===== config.mk =====
export PLATFORM = sky130hd
export DESIGN_NAME = axil_slave_regfile
export DESIGN_NICKNAME = d
export VERILOG_FILES = /design/src/rtl/axil_slave_regfile.sv
export SDC_FILE = /design/constraint.sdc
export NUM_CORES = 1
export LEC_CHECK = 0
export BUFFER_PORTS_ARGS = -buffer_cell sky130_fd_sc_hd__buf_2
export CAP_MARGIN = 15
export CORE_UTILIZATION = 35
export DETAILED_ROUTE_END_ITERATION = 6
export PLACE_DENSITY = 0.61
export REMOVE_ABC_BUFFERS = 1
export SYNTH_ARGS = -nofsm -noshare
export SYNTH_HDL_FRONTEND = slang
export SYNTH_SLANG_ARGS = --single-unit

===== constraint.sdc =====
create_clock -name clk -period 2 [get_ports clk]
set_clock_uncertainty 0.2 [all_clocks]
set_input_delay 0.4 -clock clk [delete_from_list [all_inputs] [get_ports clk]]
set_output_delay 0.4 -clock clk [all_outputs]
set_load 0.02 [all_outputs]

===== src/rtl/axil_slave_regfile.sv =====
// AXI4-Lite slave register bank with byte strobes, a read-only mask and
// SLVERR on out-of-range or read-only writes. Register contents are exported
// flat on reg_q. Write address and write data may arrive in either order.
module axil_slave_regfile #(
  parameter int WIDTH = 32,
  parameter int ADDR_WIDTH = 8,
  parameter int NUM_REGS = 8,
  parameter logic [NUM_REGS-1:0] RO_MASK = '0
) (
  input  logic                      clk,
  input  logic                      rst_n,
  input  logic                      awvalid,
  output logic                      awready,
  input  logic [ADDR_WIDTH-1:0]     awaddr,
  input  logic                      wvalid,
  output logic                      wready,
  input  logic [WIDTH-1:0]          wdata,
  input  logic [WIDTH/8-1:0]        wstrb,
  output logic                      bvalid,
  input  logic                      bready,
  output logic [1:0]                bresp,
  input  logic                      arvalid,
  output logic                      arready,
  input  logic [ADDR_WIDTH-1:0]     araddr,
  output logic                      rvalid,
  input  logic                      rready,
  output logic [WIDTH-1:0]          rdata,
  output logic [1:0]                rresp,
  output logic [NUM_REGS*WIDTH-1:0] reg_q
);

  localparam int STRB_W = WIDTH / 8;
  localparam int OFF_W  = $clog2(STRB_W);
  localparam int IDX_W  = ADDR_WIDTH - OFF_W;

  localparam logic [1:0] RESP_OKAY   = 2'b00;
  localparam logic [1:0] RESP_SLVERR = 2'b10;

  logic [WIDTH-1:0]  regs [NUM_REGS];
  logic              ready_en;
  logic              aw_held;
  logic              w_held;
  logic [IDX_W-1:0]  aw_idx_q;
  logic [WIDTH-1:0]  w_data_q;
  logic [STRB_W-1:0] w_strb_q;
  logic [IDX_W-1:0]  r_idx;
  logic [NUM_REGS-1:0] w_sel;
  logic              w_ok;
  logic              r_hit;
  logic [WIDTH-1:0]  rd_val;
  logic              commit;
  logic              unused_addr_bits;

  // The byte-offset bits never take part in decoding.
  assign unused_addr_bits = ^{awaddr[OFF_W-1:0], araddr[OFF_W-1:0]};

  assign r_idx   = araddr[ADDR_WIDTH-1:OFF_W];
  assign commit  = aw_held && w_held;
  assign awready = ready_en && !aw_held && !bvalid;
  assign wready  = ready_en && !w_held && !bvalid;
  assign arready = ready_en && !rvalid;

  // Readies stay low through reset and rise on the first edge out of it.
  always_ff @(posedge clk) begin
    // NOTE: sequential state uses non-blocking (<=) so every flop samples
    // pre-edge values, independent of block ordering.
    if (!rst_n) ready_en <= 1'b0;
    else        ready_en <= 1'b1;
  end

  // Decode held write index and incoming read index against the bank.
  always_comb begin
    // NOTE: every output of this block gets a default first so no path
    // leaves it unassigned, which would infer a latch.
    w_sel  = '0;
    w_ok   = 1'b0;
    r_hit  = 1'b0;
    rd_val = '0;
    for (int i = 0; i < NUM_REGS; i++) begin
      if (aw_idx_q == IDX_W'(i)) begin
        w_sel[i] = 1'b1;
        w_ok     = !RO_MASK[i];
      end
      if (r_idx == IDX_W'(i)) begin
        r_hit  = 1'b1;
        rd_val = regs[i];
      end
    end
  end

  // Write channel: hold AW and W independently, commit once both are held.
  always_ff @(posedge clk) begin
    if (!rst_n) begin
      aw_held  <= 1'b0;
      w_held   <= 1'b0;
      aw_idx_q <= '0;
      w_data_q <= '0;
      w_strb_q <= '0;
      bvalid   <= 1'b0;
      bresp    <= RESP_OKAY;
    end else begin
      if (awvalid && awready) begin
        aw_idx_q <= awaddr[ADDR_WIDTH-1:OFF_W];
        aw_held  <= 1'b1;
      end
      if (wvalid && wready) begin
        w_data_q <= wdata;
        w_strb_q <= wstrb;
        w_held   <= 1'b1;
      end
      if (commit) begin
        aw_held <= 1'b0;
        w_held  <= 1'b0;
        bvalid  <= 1'b1;
        bresp   <= w_ok ? RESP_OKAY : RESP_SLVERR;
      end else if (bvalid && bready) begin
        bvalid <= 1'b0;
      end
    end
  end

  // Register bank: byte-lane update of the addressed writable register.
  always_ff @(posedge clk) begin
    if (!rst_n) begin
      // NOTE: the bank is built from flops, not RAM, so it can and must be
      // cleared by reset; a RAM-based bank could not be reset this way.
      for (int i = 0; i < NUM_REGS; i++) regs[i] <= '0;
    end else if (commit) begin
      for (int i = 0; i < NUM_REGS; i++) begin
        if (w_sel[i] && !RO_MASK[i]) begin
          for (int b = 0; b < STRB_W; b++) begin
            if (w_strb_q[b]) regs[i][8*b +: 8] <= w_data_q[8*b +: 8];
          end
        end
      end
    end
  end

  // Read channel: capture data at the AR handshake, hold until accepted.
  always_ff @(posedge clk) begin
    if (!rst_n) begin
      rvalid <= 1'b0;
      rdata  <= '0;
      rresp  <= RESP_OKAY;
    end else if (arvalid && arready) begin
      rvalid <= 1'b1;
      rdata  <= rd_val;
      rresp  <= r_hit ? RESP_OKAY : RESP_SLVERR;
    end else if (rvalid && rready) begin
      rvalid <= 1'b0;
    end
  end

  // Flat export of the register bank.
  always_comb begin
    reg_q = '0;
    for (int i = 0; i < NUM_REGS; i++) reg_q[i*WIDTH +: WIDTH] = regs[i];
  end

endmodule


Word level (Yosys, flattened, before mapping):

Memory sizes are Yosys's and may differ from the RTL's.
Cells that the tools add are included.

* register bits after elaboration: 83
* bits in writable memories: 256
* input port bits: 59
* output and inout bits: 297
* word-level logic and storage cells: 282
* memories kept: 1

* equal/unequal tests: 14
* muxes and demuxes: 203
* bitwise operators: 33
* reductions and logical operators: 20

Memories
* regs: depth 8, bits a word 32, read ports 8, clocked after memory_dff 0, write ports 8, line 39 `logic [WIDTH-1:0] regs [NUM_REGS];`

Operator list (number)
* $mux 32: 8
* $mux 8: 32
* $mux 1: 161
* $eq 6x3->1 const B: 8
* $or 1x1->1: 32
* $eq 6x2->1 const B: 4
* $eq 6x1->1 const B: 2
* $logic_not 6->1: 2
* $logic_and 1x1->1: 11
* $logic_not 1->1: 4
* $mux 2: 2
* $reduce_bool 2->1: 2
* $reduce_or 2->1: 1
* $not 1->1: 1

Depth between registers and ports, before layout:

* depth in word-level cells: 10
* gate-level depth with buffers: 8
* mapped depth without buffers: 5

Least setup slack after synthesis:

No wires, ideal clock.

* path type: flip-flop to flip-flop
* start: register aw_idx_q[3]
* end: memory regs[1][0], in the netlist regs[0][32] (enable)
* library setup time: 0.330 ns
* arrival time: 1.545 ns
* data required time: 1.470 ns
* setup slack: -0.074 ns
* stages on the path, launching flop included: 5
* period minus slack after synthesis: 2.074 ns
* cells stage by stage: dfxtp_1 -> nor2_1 -> nor4b_1 -> nand2_1 -> nand2_1

RTL lines
* from (decl): line 43 `logic [IDX_W-1:0] aw_idx_q;`
* from (signal assigned): line 103 `aw_idx_q <= awaddr[ADDR_WIDTH-1:OFF_W];`
* to (decl): line 39

==> impl_metrics.tcl <==
set metrics [dict create \
    diodes 0 \
    path_max_fanout 7 \
    grt_setup_unrepaired "yes" \
    ir_worst_vdd_mv 0.506 \
    ys_async_sr_fraction_pct 0 \
    hold_depth 3 \
    grt_max_degree 78 \
    final_common_cell "buf_2" \
    drive_gt1_share_pct 33.8 \
    clock_latency_ns 0.54 \
    post_drt_wl_per_cell_um 22.3 \
    netlist.top_cell.by_area "edfxtp_1" \
    grt_usage_pct 24.5 \
    drt_iter0_drc 861 \
    startpoint_type "register" \
    htree_levels 2 \
    synth-seq-cells 337 \
    syn_to_final_growth_pct 38.0 \
    ys.flop_type "edfxtp_1" \
    port_buffers 349 \
    synth_cells 1288 \
    register_area_sq_mm 0.00932 \
    critPathKind "register to register" \
    synth.avg_cell_area_sq_um 11.1 \
    fin_nets 1839 \
    power-per-cell-area_mw_per_mm2 858 \
    tns_ns 0 \
    num_rows 73 \
    fmax_mhz 503 \
    yosys.area.top_type_share_pct 53.7 \
    setup_violations 0 \
    holdPathEnd "rvalid$_SDFFE_PN0P_" \
    layout_common_cells "345 x buf_2, 256 x edfxtp_1, 249 x nor2_1" \
    critical_path.top_delay_family "simple AND/OR/NAND/NOR gates" \
    r2r_cells 8 \
    path_cells "nor2_4 -> buf_4 -> nand3b_1 -> nor3_4 -> buf_6 -> nand2_1 -> nand2_2 -> buf_12" \
    grt_pass1_vias 12000 \
    coreArea_sq_mm 0.0400 \
    cpMaxStageDelayCell "dfxtp_4" \
    fin_crit_sh_pct 99.4 \
    dp.final_hpwl_um 37900 \
    crit_path_max_incr_delay_ns 0.37 \
    path_clk_slew_ns 0.06 \
    multiInputGateArea_sq_mm 0.00466 \
    synth-edff-count 256 \
    drt.antenna.violating_nets 0 \
    utilization_pct 49.4 \
    via_per_inst 5.19 \
    crit_arrival_ns 2.04 \
    cts_tree "built" \
    drc 0 \
    dpl.cell_count 2218 \
    vias 12100 \
    r2r-end "regs[1][16]$_SDFFCE_PN0P_" \
    gp_congestion 0.846 \
    outcome "finished clean" \
    synthesis.area_sq_mm 0.0143 \
    start_util_pct 35.8 \
    gr-total-overflow 0 \
    hold_viol 0 \
    ys_seq_area_share_pct 65.1 \
    leakage_nw 7.97 \
    period_needed_ns 1.99 \
    clock_path_buffers 3 \
    drtPass1Iterations 5 \
    cp.required_ns 2.05 \
    routed_wirelength_um 52100 \
    hp-start "arvalid" \
    die_w_um 204 \
    yosysWarnings 0 \
    fillers 3691 \
    slew_viol_final 0 \
    grt_pass1_wl_um 75000 \
    clock-sinks 337 \
    cts-root-buf "clkbuf_16" \
    cap_violations 0 \
    antenna_found_initial 0 \
    synthTopCellsByArea "edfxtp_1 54%, dfxtp_1 11%, nor2_1 6.7%, nand2_1 5.7%, a21oi_1 3.2%" \
    fin_cells 2335 \
    endpoint_kind "register" \
    numCtsBuffers 39 \
    dieArea_sq_mm 0.0417 \
    ys_types 48 \
    hold_class "input pin to register" \
    regToRegSetupSlack_ns 0.01 \
    r2r_start "aw_idx_q[4]$_SDFFE_PN0P_" \
    boundaryPins 356 \
    die_h_um 204 \
    path_buf_inv 3 \
]
[tightest hold or removal path, cell delays in order]
cell and delay [ns]:
buf_2 0.11, nand2_1 0.13, a21oi_1 0.08
[metal layers]
layer | wire (um) | vias to the layer above | share of wire [%] | GRT usage (%)
met3 | 3970 | 103 | 7.6 | 5.31
met5 | 0 | - | 0 | 0
met1 | 21400 | 5955 | 41 | 31.7
met2 | 25000 | 506 | 48 | 40.3
li1 | - | 5565 | - | -
met4 | 1700 | 0 | 3.3 | 8.98
[flip-flops by register name (all words and copies together) (netlist names)]
name      cells
w_held        1
rdata        32
bvalid        1
w_strb_q      4
aw_held       1
aw_idx_q      6
rvalid        1
w_data_q     32
ready_en      1
rresp         1
bresp         1
regs        256
[layout make-up]
cell class | count | area share (%)
Sequential cell | 337 | 47.2
Multi-Input combinational cell | 838 | 23.6
Timing Repair Buffer | 530 | 18.7
Clock buffer | 57 | 5.81
Tap cell | 525 | 3.33
Clock inverter | 14 | 0.767
Inverter | 34 | 0.653
[power by group]
group          switching, W  internal (W)
Sequential         0.000185       0.00778
Combinational       0.00109      0.000686
Clock               0.00284       0.00437
[metrics by stage]
stage	area, sq um	worst slack, ns	power [W]	hold WS, ns
finish	19700	0.0118	0.0169	0.0260
detailed placement	17800	-0.275	0.00977	0.247
global route	19700	-0.0730	0.0175	0.0251
floorplan	13900	-0.368	0.00880	0.228
global placement	17800	-0.275	0.00975	0.242
CTS	19700	0.00193	0.0171	0.00188
[worst max-delay path by stage]
stage                             startpoint                         to  slack [ns]  cells after the start
finish              aw_idx_q[4]$_SDFFE_PN0P_  regs[1][16]$_SDFFCE_PN0P_        0.01                      8
global placement    aw_idx_q[5]$_SDFFE_PN0P_  regs[0][46]$_SDFFCE_PN0P_       -0.28                      6
detailed placement  aw_idx_q[5]$_SDFFE_PN0P_  regs[0][61]$_SDFFCE_PN0P_       -0.27                      6
global route        aw_idx_q[4]$_SDFFE_PN0P_  regs[0][89]$_SDFFCE_PN0P_       -0.07                      8
floorplan                          araddr[7]     rdata[10]$_SDFFE_PN0P_       -0.37                      5
CTS                 aw_idx_q[4]$_SDFFE_PN0P_  regs[0][81]$_SDFFCE_PN0P_       0.002                      8
[cell families (layout without fill, tap and decap cells)]
group           count (synthesis)  count (layout)  synth area share, %
xor+xnor                        1               1               0.0612
other cells                     1               2               0.0262
mux                            53              53                 5.23
flops                         337             337                 65.1
buf+inv                       114             635                 3.43
compound gates                227             227                 9.92
simple gates                  555             555                 16.3
[cell usage after synthesis (2+ instances only)]
cell,n
nor2b_1,3
o32ai_1,5
buf_6,4
and3_1,22
mux4_2,16
nand3_1,2
buf_4,5
a21oi_1,92
inv_1,33
o22ai_1,27
o21ai_1,10
a22oi_1,10
nand2_1,216
nand2b_1,39
a21oi_2,10
o211ai_1,9
mux2i_1,23
nand3b_1,2
nor2_1,254
o21ai_0,26
nand4_1,2
buf_1,3
nor3_1,3
mux2_1,9
clkbuf_1,57
and2_1,2
o221ai_1,34
mux2_2,5
buf_2,11
edfxtp_1,256
dfxtp_1,81
[repair_timing]
| action | 4_1_cts | 5_1_grt |
|---|---|---|
| buffers inserted | 1 | 1 |
| pin swaps | 6 | 11 |
| hold endpoints to repair | 44 | 0 |
| gates resized for setup | 26 | 28 |
| hold buffers | 44 | 0 |
| endpoints found under the setup margin | 296 | 232 |
Note: power is estimated with default switching activity, not from simulation.
